### src/rtl/alu_ctrl_if.sv
// alu_ctrl_if - bus bundle between the ALU sequencer and its environment.
//   command port : i_cmd_valid, i_cmd_fun, o_cmd_ready
//   regfile port : o_rf_rd_en, o_rf_addr, i_rf_rd_data, i_rf_rd_valid
//   ALU port     : o_alu_en, o_alu_fun, o_alu_a, o_alu_b, i_alu_res, i_alu_valid
//   TX byte port : o_tx_data, o_tx_valid, i_tx_ready
//   status       : o_busy, o_err
// Signal prefixes are from the sequencer's point of view.
// The slave modport is the sequencer; master is the surrounding system.
interface alu_ctrl_if #(
    parameter int FUN  = 4,
    parameter int BUSA = 8,
    parameter int BUSB = 8,
    parameter int BUSR = 16,
    parameter int ADDR = 4
);
    logic            i_cmd_valid;
    logic [FUN-1:0]  i_cmd_fun;
    logic            o_cmd_ready;
    logic            o_rf_rd_en;
    logic [ADDR-1:0] o_rf_addr;
    logic [BUSA-1:0] i_rf_rd_data;
    logic            i_rf_rd_valid;
    logic            o_alu_en;
    logic [FUN-1:0]  o_alu_fun;
    logic [BUSA-1:0] o_alu_a;
    logic [BUSB-1:0] o_alu_b;
    logic [BUSR-1:0] i_alu_res;
    logic            i_alu_valid;
    logic [7:0]      o_tx_data;
    logic            o_tx_valid;
    logic            i_tx_ready;
    logic            o_busy;
    logic            o_err;

    modport slave (
        input  i_cmd_valid, i_cmd_fun, i_rf_rd_data, i_rf_rd_valid,
               i_alu_res, i_alu_valid, i_tx_ready,
        output o_cmd_ready, o_rf_rd_en, o_rf_addr, o_alu_en, o_alu_fun,
               o_alu_a, o_alu_b, o_tx_data, o_tx_valid, o_busy, o_err
    );

    modport master (
        output i_cmd_valid, i_cmd_fun, i_rf_rd_data, i_rf_rd_valid,
               i_alu_res, i_alu_valid, i_tx_ready,
        input  o_cmd_ready, o_rf_rd_en, o_rf_addr, o_alu_en, o_alu_fun,
               o_alu_a, o_alu_b, o_tx_data, o_tx_valid, o_busy, o_err
    );
endinterface

### src/rtl/alu_ctrl.sv
// alu_ctrl - sequencer between system controller, register file and ALU.
// Per command: read A (addr 0) and B (addr 1) from the register file, fire
// the ALU for one cycle, capture the result, stream it LSB byte first on a
// valid/ready byte port, then return to idle. One command in flight.
//
// Ports:
//   i_clk     clock, rising edge
//   i_arst_n  asynchronous active-low reset
//   bus       alu_ctrl_if.slave (command, regfile, ALU, TX and status signals)
//
// Optional feature: ALU_DIV0_GUARD_EN. When defined, a divide (fun 3) with
// B==0 does not fire the ALU; the result is forced to all ones and o_err
// pulses for one cycle. When undefined the ALU is always fired and o_err=0.
//
// state | meaning
// ------+-------------------------------------------------
// IDLE  | waiting for a command, o_cmd_ready=1
// RD_A  | register-file read strobe, address 0
// WT_A  | waiting for read data, latch operand A
// RD_B  | register-file read strobe, address 1
// WT_B  | waiting for read data, latch operand B
// EXEC  | ALU enable for one cycle, capture result
// SEND  | stream result bytes LSB first
module alu_ctrl #(
    parameter int FUN  = 4,
    parameter int BUSA = 8,
    parameter int BUSB = 8,
    parameter int BUSR = 16,
    parameter int ADDR = 4
) (
    input logic       i_clk,
    input logic       i_arst_n,
    alu_ctrl_if.slave bus
);

    localparam logic [2:0] IDLE = 3'd0;
    localparam logic [2:0] RD_A = 3'd1;
    localparam logic [2:0] WT_A = 3'd2;
    localparam logic [2:0] RD_B = 3'd3;
    localparam logic [2:0] WT_B = 3'd4;
    localparam logic [2:0] EXEC = 3'd5;
    localparam logic [2:0] SEND = 3'd6;

    localparam int NBYTES = BUSR / 8;
    localparam int IDXW   = (NBYTES > 1) ? $clog2(NBYTES) : 1;
    localparam logic [IDXW-1:0] LAST_IDX = IDXW'(NBYTES - 1);

    logic [2:0]      state_q, state_d;
    logic [FUN-1:0]  fun_q, fun_d;
    logic [BUSA-1:0] a_q, a_d;
    logic [BUSB-1:0] b_q, b_d;
    logic [BUSR-1:0] res_q, res_d;
    logic [IDXW-1:0] idx_q, idx_d;
    logic            div0;

`ifdef ALU_DIV0_GUARD_EN
    assign div0 = (fun_q == FUN'(3)) && (b_q == '0);
`else
    assign div0 = 1'b0;
`endif

    always_comb begin
        state_d = state_q;
        fun_d   = fun_q;
        a_d     = a_q;
        b_d     = b_q;
        res_d   = res_q;
        idx_d   = idx_q;
        case (state_q)
            IDLE: begin
                if (bus.i_cmd_valid) begin
                    fun_d   = bus.i_cmd_fun;
                    state_d = RD_A;
                end
            end
            RD_A: state_d = WT_A;
            WT_A: begin
                if (bus.i_rf_rd_valid) begin
                    a_d     = bus.i_rf_rd_data;
                    state_d = RD_B;
                end
            end
            RD_B: state_d = WT_B;
            WT_B: begin
                if (bus.i_rf_rd_valid) begin
                    b_d     = BUSB'(bus.i_rf_rd_data);
                    state_d = EXEC;
                end
            end
            EXEC: begin
                if (div0)
                    res_d = '1;
                else if (bus.i_alu_valid)
                    res_d = bus.i_alu_res;
                else
                    res_d = '0;
                idx_d   = '0;
                state_d = SEND;
            end
            SEND: begin
                if (bus.i_tx_ready) begin
                    if (idx_q == LAST_IDX) begin
                        idx_d   = '0;
                        state_d = IDLE;
                    end else begin
                        idx_d = idx_q + 1'b1;
                    end
                end
            end
            default: state_d = IDLE;
        endcase
    end

    always_ff @(posedge i_clk or negedge i_arst_n) begin
        if (!i_arst_n) begin
            state_q <= IDLE;
            fun_q   <= '0;
            a_q     <= '0;
            b_q     <= '0;
            res_q   <= '0;
            idx_q   <= '0;
        end else begin
            state_q <= state_d;
            fun_q   <= fun_d;
            a_q     <= a_d;
            b_q     <= b_d;
            res_q   <= res_d;
            idx_q   <= idx_d;
        end
    end

    // All control outputs decode from the registered state, so a reset
    // clears them immediately and nothing partial escapes afterwards.
    assign bus.o_cmd_ready = (state_q == IDLE);
    assign bus.o_busy      = (state_q != IDLE);
    assign bus.o_rf_rd_en  = (state_q == RD_A) || (state_q == RD_B);
    assign bus.o_rf_addr   = ((state_q == RD_B) || (state_q == WT_B)) ? ADDR'(1) : '0;
    assign bus.o_alu_en    = (state_q == EXEC) && !div0;
    assign bus.o_err       = (state_q == EXEC) && div0;
    assign bus.o_alu_fun   = fun_q;
    assign bus.o_alu_a     = a_q;
    assign bus.o_alu_b     = b_q;
    assign bus.o_tx_valid  = (state_q == SEND);
    assign bus.o_tx_data   = bus.o_tx_valid ? res_q[{idx_q, 3'b000} +: 8] : 8'h00;

endmodule
### src/flat_wrapper.sv
// flat-port wrapper written by rule: the top's interface ports become plain ports
module alu_ctrl_flat 
#(
    parameter int FUN  = 4,
    parameter int BUSA = 8,
    parameter int BUSB = 8,
    parameter int BUSR = 16,
    parameter int ADDR = 4
)
  (i_clk, i_arst_n, bus_i_cmd_valid, bus_i_cmd_fun, bus_i_rf_rd_data, bus_i_rf_rd_valid, bus_i_alu_res, bus_i_alu_valid, bus_i_tx_ready, bus_o_cmd_ready, bus_o_rf_rd_en, bus_o_rf_addr, bus_o_alu_en, bus_o_alu_fun, bus_o_alu_a, bus_o_alu_b, bus_o_tx_data, bus_o_tx_valid, bus_o_busy, bus_o_err);
  alu_ctrl_if #(.FUN(FUN), .BUSA(BUSA), .BUSB(BUSB), .BUSR(BUSR), .ADDR(ADDR)) bus_i ();
  input logic i_clk;
  input logic i_arst_n;
  input wire logic [$bits(bus_i.i_cmd_valid)-1:0] bus_i_cmd_valid;
  input wire logic [$bits(bus_i.i_cmd_fun)-1:0] bus_i_cmd_fun;
  input wire logic [$bits(bus_i.i_rf_rd_data)-1:0] bus_i_rf_rd_data;
  input wire logic [$bits(bus_i.i_rf_rd_valid)-1:0] bus_i_rf_rd_valid;
  input wire logic [$bits(bus_i.i_alu_res)-1:0] bus_i_alu_res;
  input wire logic [$bits(bus_i.i_alu_valid)-1:0] bus_i_alu_valid;
  input wire logic [$bits(bus_i.i_tx_ready)-1:0] bus_i_tx_ready;
  output wire logic [$bits(bus_i.o_cmd_ready)-1:0] bus_o_cmd_ready;
  output wire logic [$bits(bus_i.o_rf_rd_en)-1:0] bus_o_rf_rd_en;
  output wire logic [$bits(bus_i.o_rf_addr)-1:0] bus_o_rf_addr;
  output wire logic [$bits(bus_i.o_alu_en)-1:0] bus_o_alu_en;
  output wire logic [$bits(bus_i.o_alu_fun)-1:0] bus_o_alu_fun;
  output wire logic [$bits(bus_i.o_alu_a)-1:0] bus_o_alu_a;
  output wire logic [$bits(bus_i.o_alu_b)-1:0] bus_o_alu_b;
  output wire logic [$bits(bus_i.o_tx_data)-1:0] bus_o_tx_data;
  output wire logic [$bits(bus_i.o_tx_valid)-1:0] bus_o_tx_valid;
  output wire logic [$bits(bus_i.o_busy)-1:0] bus_o_busy;
  output wire logic [$bits(bus_i.o_err)-1:0] bus_o_err;
  assign bus_i.i_cmd_valid = bus_i_cmd_valid;
  assign bus_i.i_cmd_fun = bus_i_cmd_fun;
  assign bus_i.i_rf_rd_data = bus_i_rf_rd_data;
  assign bus_i.i_rf_rd_valid = bus_i_rf_rd_valid;
  assign bus_i.i_alu_res = bus_i_alu_res;
  assign bus_i.i_alu_valid = bus_i_alu_valid;
  assign bus_i.i_tx_ready = bus_i_tx_ready;
  assign bus_o_cmd_ready = bus_i.o_cmd_ready;
  assign bus_o_rf_rd_en = bus_i.o_rf_rd_en;
  assign bus_o_rf_addr = bus_i.o_rf_addr;
  assign bus_o_alu_en = bus_i.o_alu_en;
  assign bus_o_alu_fun = bus_i.o_alu_fun;
  assign bus_o_alu_a = bus_i.o_alu_a;
  assign bus_o_alu_b = bus_i.o_alu_b;
  assign bus_o_tx_data = bus_i.o_tx_data;
  assign bus_o_tx_valid = bus_i.o_tx_valid;
  assign bus_o_busy = bus_i.o_busy;
  assign bus_o_err = bus_i.o_err;
  alu_ctrl #(.FUN(FUN), .BUSA(BUSA), .BUSB(BUSB), .BUSR(BUSR), .ADDR(ADDR)) u_core (.i_clk(i_clk), .i_arst_n(i_arst_n), .bus(bus_i));
endmodule
### config.mk
export PLATFORM = sky130hd
export DESIGN_NAME = alu_ctrl_flat
export DESIGN_NICKNAME = d
export VERILOG_FILES = /design/src/rtl/alu_ctrl_if.sv /design/src/rtl/alu_ctrl.sv /design/src/flat_wrapper.sv
export SDC_FILE = /design/constraint.sdc
export NUM_CORES = 1
export LEC_CHECK = 0
export CELL_PAD_IN_SITES_DETAIL_PLACEMENT = 0
export CELL_PAD_IN_SITES_GLOBAL_PLACEMENT = 2
export CORE_UTILIZATION = 29
export CTS_BUF_LIST = sky130_fd_sc_hd__clkbuf_4 sky130_fd_sc_hd__clkbuf_8
export DETAILED_ROUTE_END_ITERATION = 16
export GPL_TIMING_DRIVEN = 0
export PLACE_DENSITY = 0.86
export SETUP_SLACK_MARGIN = 0.1
export SLEW_MARGIN = 5
export SYNTH_ARGS = -nofsm -noshare
export SYNTH_HDL_FRONTEND = slang
export SYNTH_SLANG_ARGS = --single-unit
### constraint.sdc
create_clock -name i_clk -period 3.2 [get_ports i_clk]
set_clock_uncertainty 0.05 [all_clocks]
set_input_delay 0.64 -clock i_clk [delete_from_list [all_inputs] [get_ports i_clk]]
set_output_delay 0.64 -clock i_clk [all_outputs]
set_load 0.1 [all_outputs]
==> flow_summary.yaml, run 1 <==
timing:
  post-route-period-util_pct: 91.51
  relSlewSlack_pct: 34.41
  finalCriticalPeriod_ns: 2.928
  hold_ws_ns: 0.2672
  maximum_achievable_frequency_mhz: 341.5
  finalMaxSlewViolations: 0
  rsz0062_at_grt: "false"
  finalHoldViolCount: 0
  tns_ns: 0
  setup_violations: 0
  timing_worst_slew_pin_value_ns: 0.9807
final_layout:
  layoutNonFillerInstCount: 322
  fraction_of_final_layout_cells_with_drive_strength_greater_than_1_pct: 21.86
  number_of_inserted_filler_cells_in_the_final_layout: 591
  areaGrowthSynthToFinish_pct: 45.40
  layout_utilization_pct: 44.21
  final_nets: 283
  insertedDiodeCount: 0
floorplanning:
  fp-row-count: 28
  floorplan.die.width_um: 81.26
  ios: 72
  initial_core_util_pct: 30.41
  chip_height_um: 81.26
  core_area_mm2: 0.005991
  floorplan.die_area_mm2: 0.006603
global_route:
  globalRoute.totalOverflow: 0
  grt_first_pass_wirelength_um: 6768
  first_global_vias: 1432
  antenna_found_initial: 0
  grt_start_max_net_pins: 23
  grt_usage_pct: 13.77
route:
  via_count: 1442
  routed_wl_um: 4191
  detail_route.first_pass.iterations: 3
  drcViolationCount: 0
  avgViaCountPerCell: 4.478
  drt_iter0_markers: 59
  wire_per_inst_um: 13.02
  ant_nets: 0
cts:
  max-clock-path-buffers: 2
  h-tree-depth: 2
  cts_hold_buffers: 0
  cts_root_buffer: "sky130_fd_sc_hd__clkbuf_8"
  cts_made_buffers: 5
  cts_tree: "yes"
  clk_latency_ns: 0.28
  clock_sink_count: 40
  postCtsSetupRepairBufs: 0
  clk_pin_slew_worst_paths_ns: 0.07
worst_setup_path:
  worst_setup_path_end_kind: "primary output"
  worstPathMaxFanout: 10
  required_ns: 2.51
  cp_data_arrival_time_ns: 2.24
  cp-start-kind: "flop"
  regToRegSetupSlack_ns: 1.60
  path_class: "flop to primary output"
logic_synthesis:
  synth_cells: 172
  synthArstFlopShare_pct: 100.0
  most_frequently_used_cell_type_in_the_post_synthesis_netlist: "sky130_fd_sc_hd__dfrtp_1"
  postSynthAreaPerCell_um2: 10.59
  seq_area_frac_synth_pct: 54.95
  synth.largest_area_cell: "sky130_fd_sc_hd__dfrtp_1"
  synth.top_cells.by_area: "sky130_fd_sc_hd__dfrtp_1, sky130_fd_sc_hd__mux2_2, sky130_fd_sc_hd__nand2_1"
  synth.top_cell.area_share_pct: 54.95
  number_of_synthesized_flops_with_an_enable_pin: 0
  most_instantiated_cells_after_synthesis: "sky130_fd_sc_hd__dfrtp_1, sky130_fd_sc_hd__nand2_1, sky130_fd_sc_hd__o21ai_0"
  ys.flop_type: "sky130_fd_sc_hd__dfrtp_1"
  synth.lib_cells_used.distinct: 25
  synth.cell_area_mm2: 0.001822
  number_of_storage_elements_in_the_synthesis_netlist: 40
  synth_warnings: 0
place:
  place.detailed.hpwl_um: 3071
  io_buffer_count: 66
  dp_cells: 317
  gpl.final_weighted_congestion: 0.7020
min_path:
  hold_path_class: "primary input to asynchronous set/reset pin"
run_status:
  status: "finished, final reports clean"
job:
  cap_violations: 0
-- cell type report --
class	count	area (um^2)	area share (%)
multi-input cells	115	740.7	27.96
clock buffers	5	68.82	2.598
flip-flops and latches	40	1001	37.79
plain buffers	14	86.33	3.259
well taps	75	93.84	3.543
repair buffers	67	635.6	24.00
inverters	6	22.52	0.8503
-- critical path, cell delays in order, from the launching register on --
cell and delay, ns:
sky130_fd_sc_hd__dfrtp_1 0.45, sky130_fd_sc_hd__buf_6 0.18, sky130_fd_sc_hd__nor3_4 0.18, sky130_fd_sc_hd__clkdlybuf4s50_1 1.15
-- flip-flops by register name (all words and copies together), names as in the netlist --
name	cells
u_core.bus.o_alu_a	8
u_core.bus.o_alu_b	8
u_core.bus.o_alu_fun	4
u_core.idx_q	1
u_core.res_q	16
u_core.state_q	3
-- stage by stage --
stage	area, um^2	setup slack, ns
floorplan	1851	0.3346
global placement	2605	0.1281
detailed placement	2628	0.1215
CTS	2684	0.09879
global route	2649	0.1808
finish	2649	0.2717
-- path summary, 6_finish.rpt --
| check | from | endpoint | cells after the start |
|---|---|---|---|
| worst max-delay path | u_core.state_q[0] | bus_o_cmd_ready | 3 |
| worst min-delay path | i_arst_n | u_core.idx_q | 1 |
| worst max register to register | u_core.state_q[2] | u_core.bus.o_alu_b[4] | 4 |
| worst min register to register | u_core.res_q[11] | u_core.res_q[11] | 2 |
| max in group asynchronous | i_arst_n | u_core.bus.o_alu_a[7] | 2 |
| min in group i_clk | u_core.res_q[11] | u_core.res_q[11] | 2 |
-- layout by cell type, fill, tap and decap left out --
cell type | netlist | routed
sky130_fd_sc_hd__a211oi_1 | 2 | 2
sky130_fd_sc_hd__clkbuf_8 | 0 | 5
sky130_fd_sc_hd__clkbuf_1 | 4 | 4
sky130_fd_sc_hd__o21ai_0 | 21 | 20
sky130_fd_sc_hd__inv_1 | 5 | 5
sky130_fd_sc_hd__nor2b_1 | 2 | 1
sky130_fd_sc_hd__buf_4 | 6 | 6
sky130_fd_sc_hd__nor2b_2 | 0 | 1
sky130_fd_sc_hd__and2b_1 | 1 | 1
sky130_fd_sc_hd__clkbuf_2 | 0 | 10
sky130_fd_sc_hd__and3_1 | 1 | 1
sky130_fd_sc_hd__nand3_1 | 1 | 1
sky130_fd_sc_hd__nor3_4 | 2 | 3
sky130_fd_sc_hd__nand2_1 | 37 | 37
sky130_fd_sc_hd__dfrtp_1 | 40 | 40
sky130_fd_sc_hd__mux2i_1 | 8 | 8
sky130_fd_sc_hd__inv_2 | 1 | 1
sky130_fd_sc_hd__nor4bb_1 | 1 | 1
sky130_fd_sc_hd__nand2_2 | 1 | 1
sky130_fd_sc_hd__buf_16 | 0 | 1
sky130_fd_sc_hd__conb_1 | 1 | 4
sky130_fd_sc_hd__dlymetal6s2s_1 | 0 | 1
sky130_fd_sc_hd__mux2_2 | 20 | 20
sky130_fd_sc_hd__nor2_1 | 8 | 8
sky130_fd_sc_hd__o21ai_2 | 0 | 1
sky130_fd_sc_hd__buf_2 | 3 | 4
sky130_fd_sc_hd__nand2b_1 | 1 | 1
sky130_fd_sc_hd__clkdlybuf4s50_1 | 0 | 54
sky130_fd_sc_hd__buf_6 | 1 | 1
sky130_fd_sc_hd__a21oi_1 | 3 | 3
sky130_fd_sc_hd__nand3b_1 | 1 | 1
-- timing repair --
item	CTS	global route
gates resized for setup	10	21
setup endpoints to repair	10	11
endpoints found under the hold margin	0	0
-- kinds of logic after synthesis --
family,share of synthesized area (%)
multiplexers,16.76
flip-flops,54.95
AO/OA/AOI/OAI,7.417
AND/OR/NAND/NOR,14.70
buffers and inverters,5.974
other,0.2058
-- metal layers --
| layer | vias to the layer above | routed length, um | GRT usage (%) |
|---|---|---|---|
| met5 | - | 0 | 0 |
| met4 | 0 | 55 | 4.821 |
| met3 | 5 | 153 | 3.146 |
| li1 | 717 | - | - |
| met2 | 36 | 2040 | 22.00 |
| met1 | 684 | 1942 | 18.14 |
Power of run 1 is left out: the tool's default activity adds up to more than one toggle a clock period on the data nets, which glitch-free logic cannot reach.
==> run 2: changes to the inputs <==
Settings changed: SLEW_MARGIN 5 to 20.
==> results of run 2 <==
Same layout as run 1: the final DEF is identical, and so are final timing and power.
Power of run 2 is left out for the same reason.
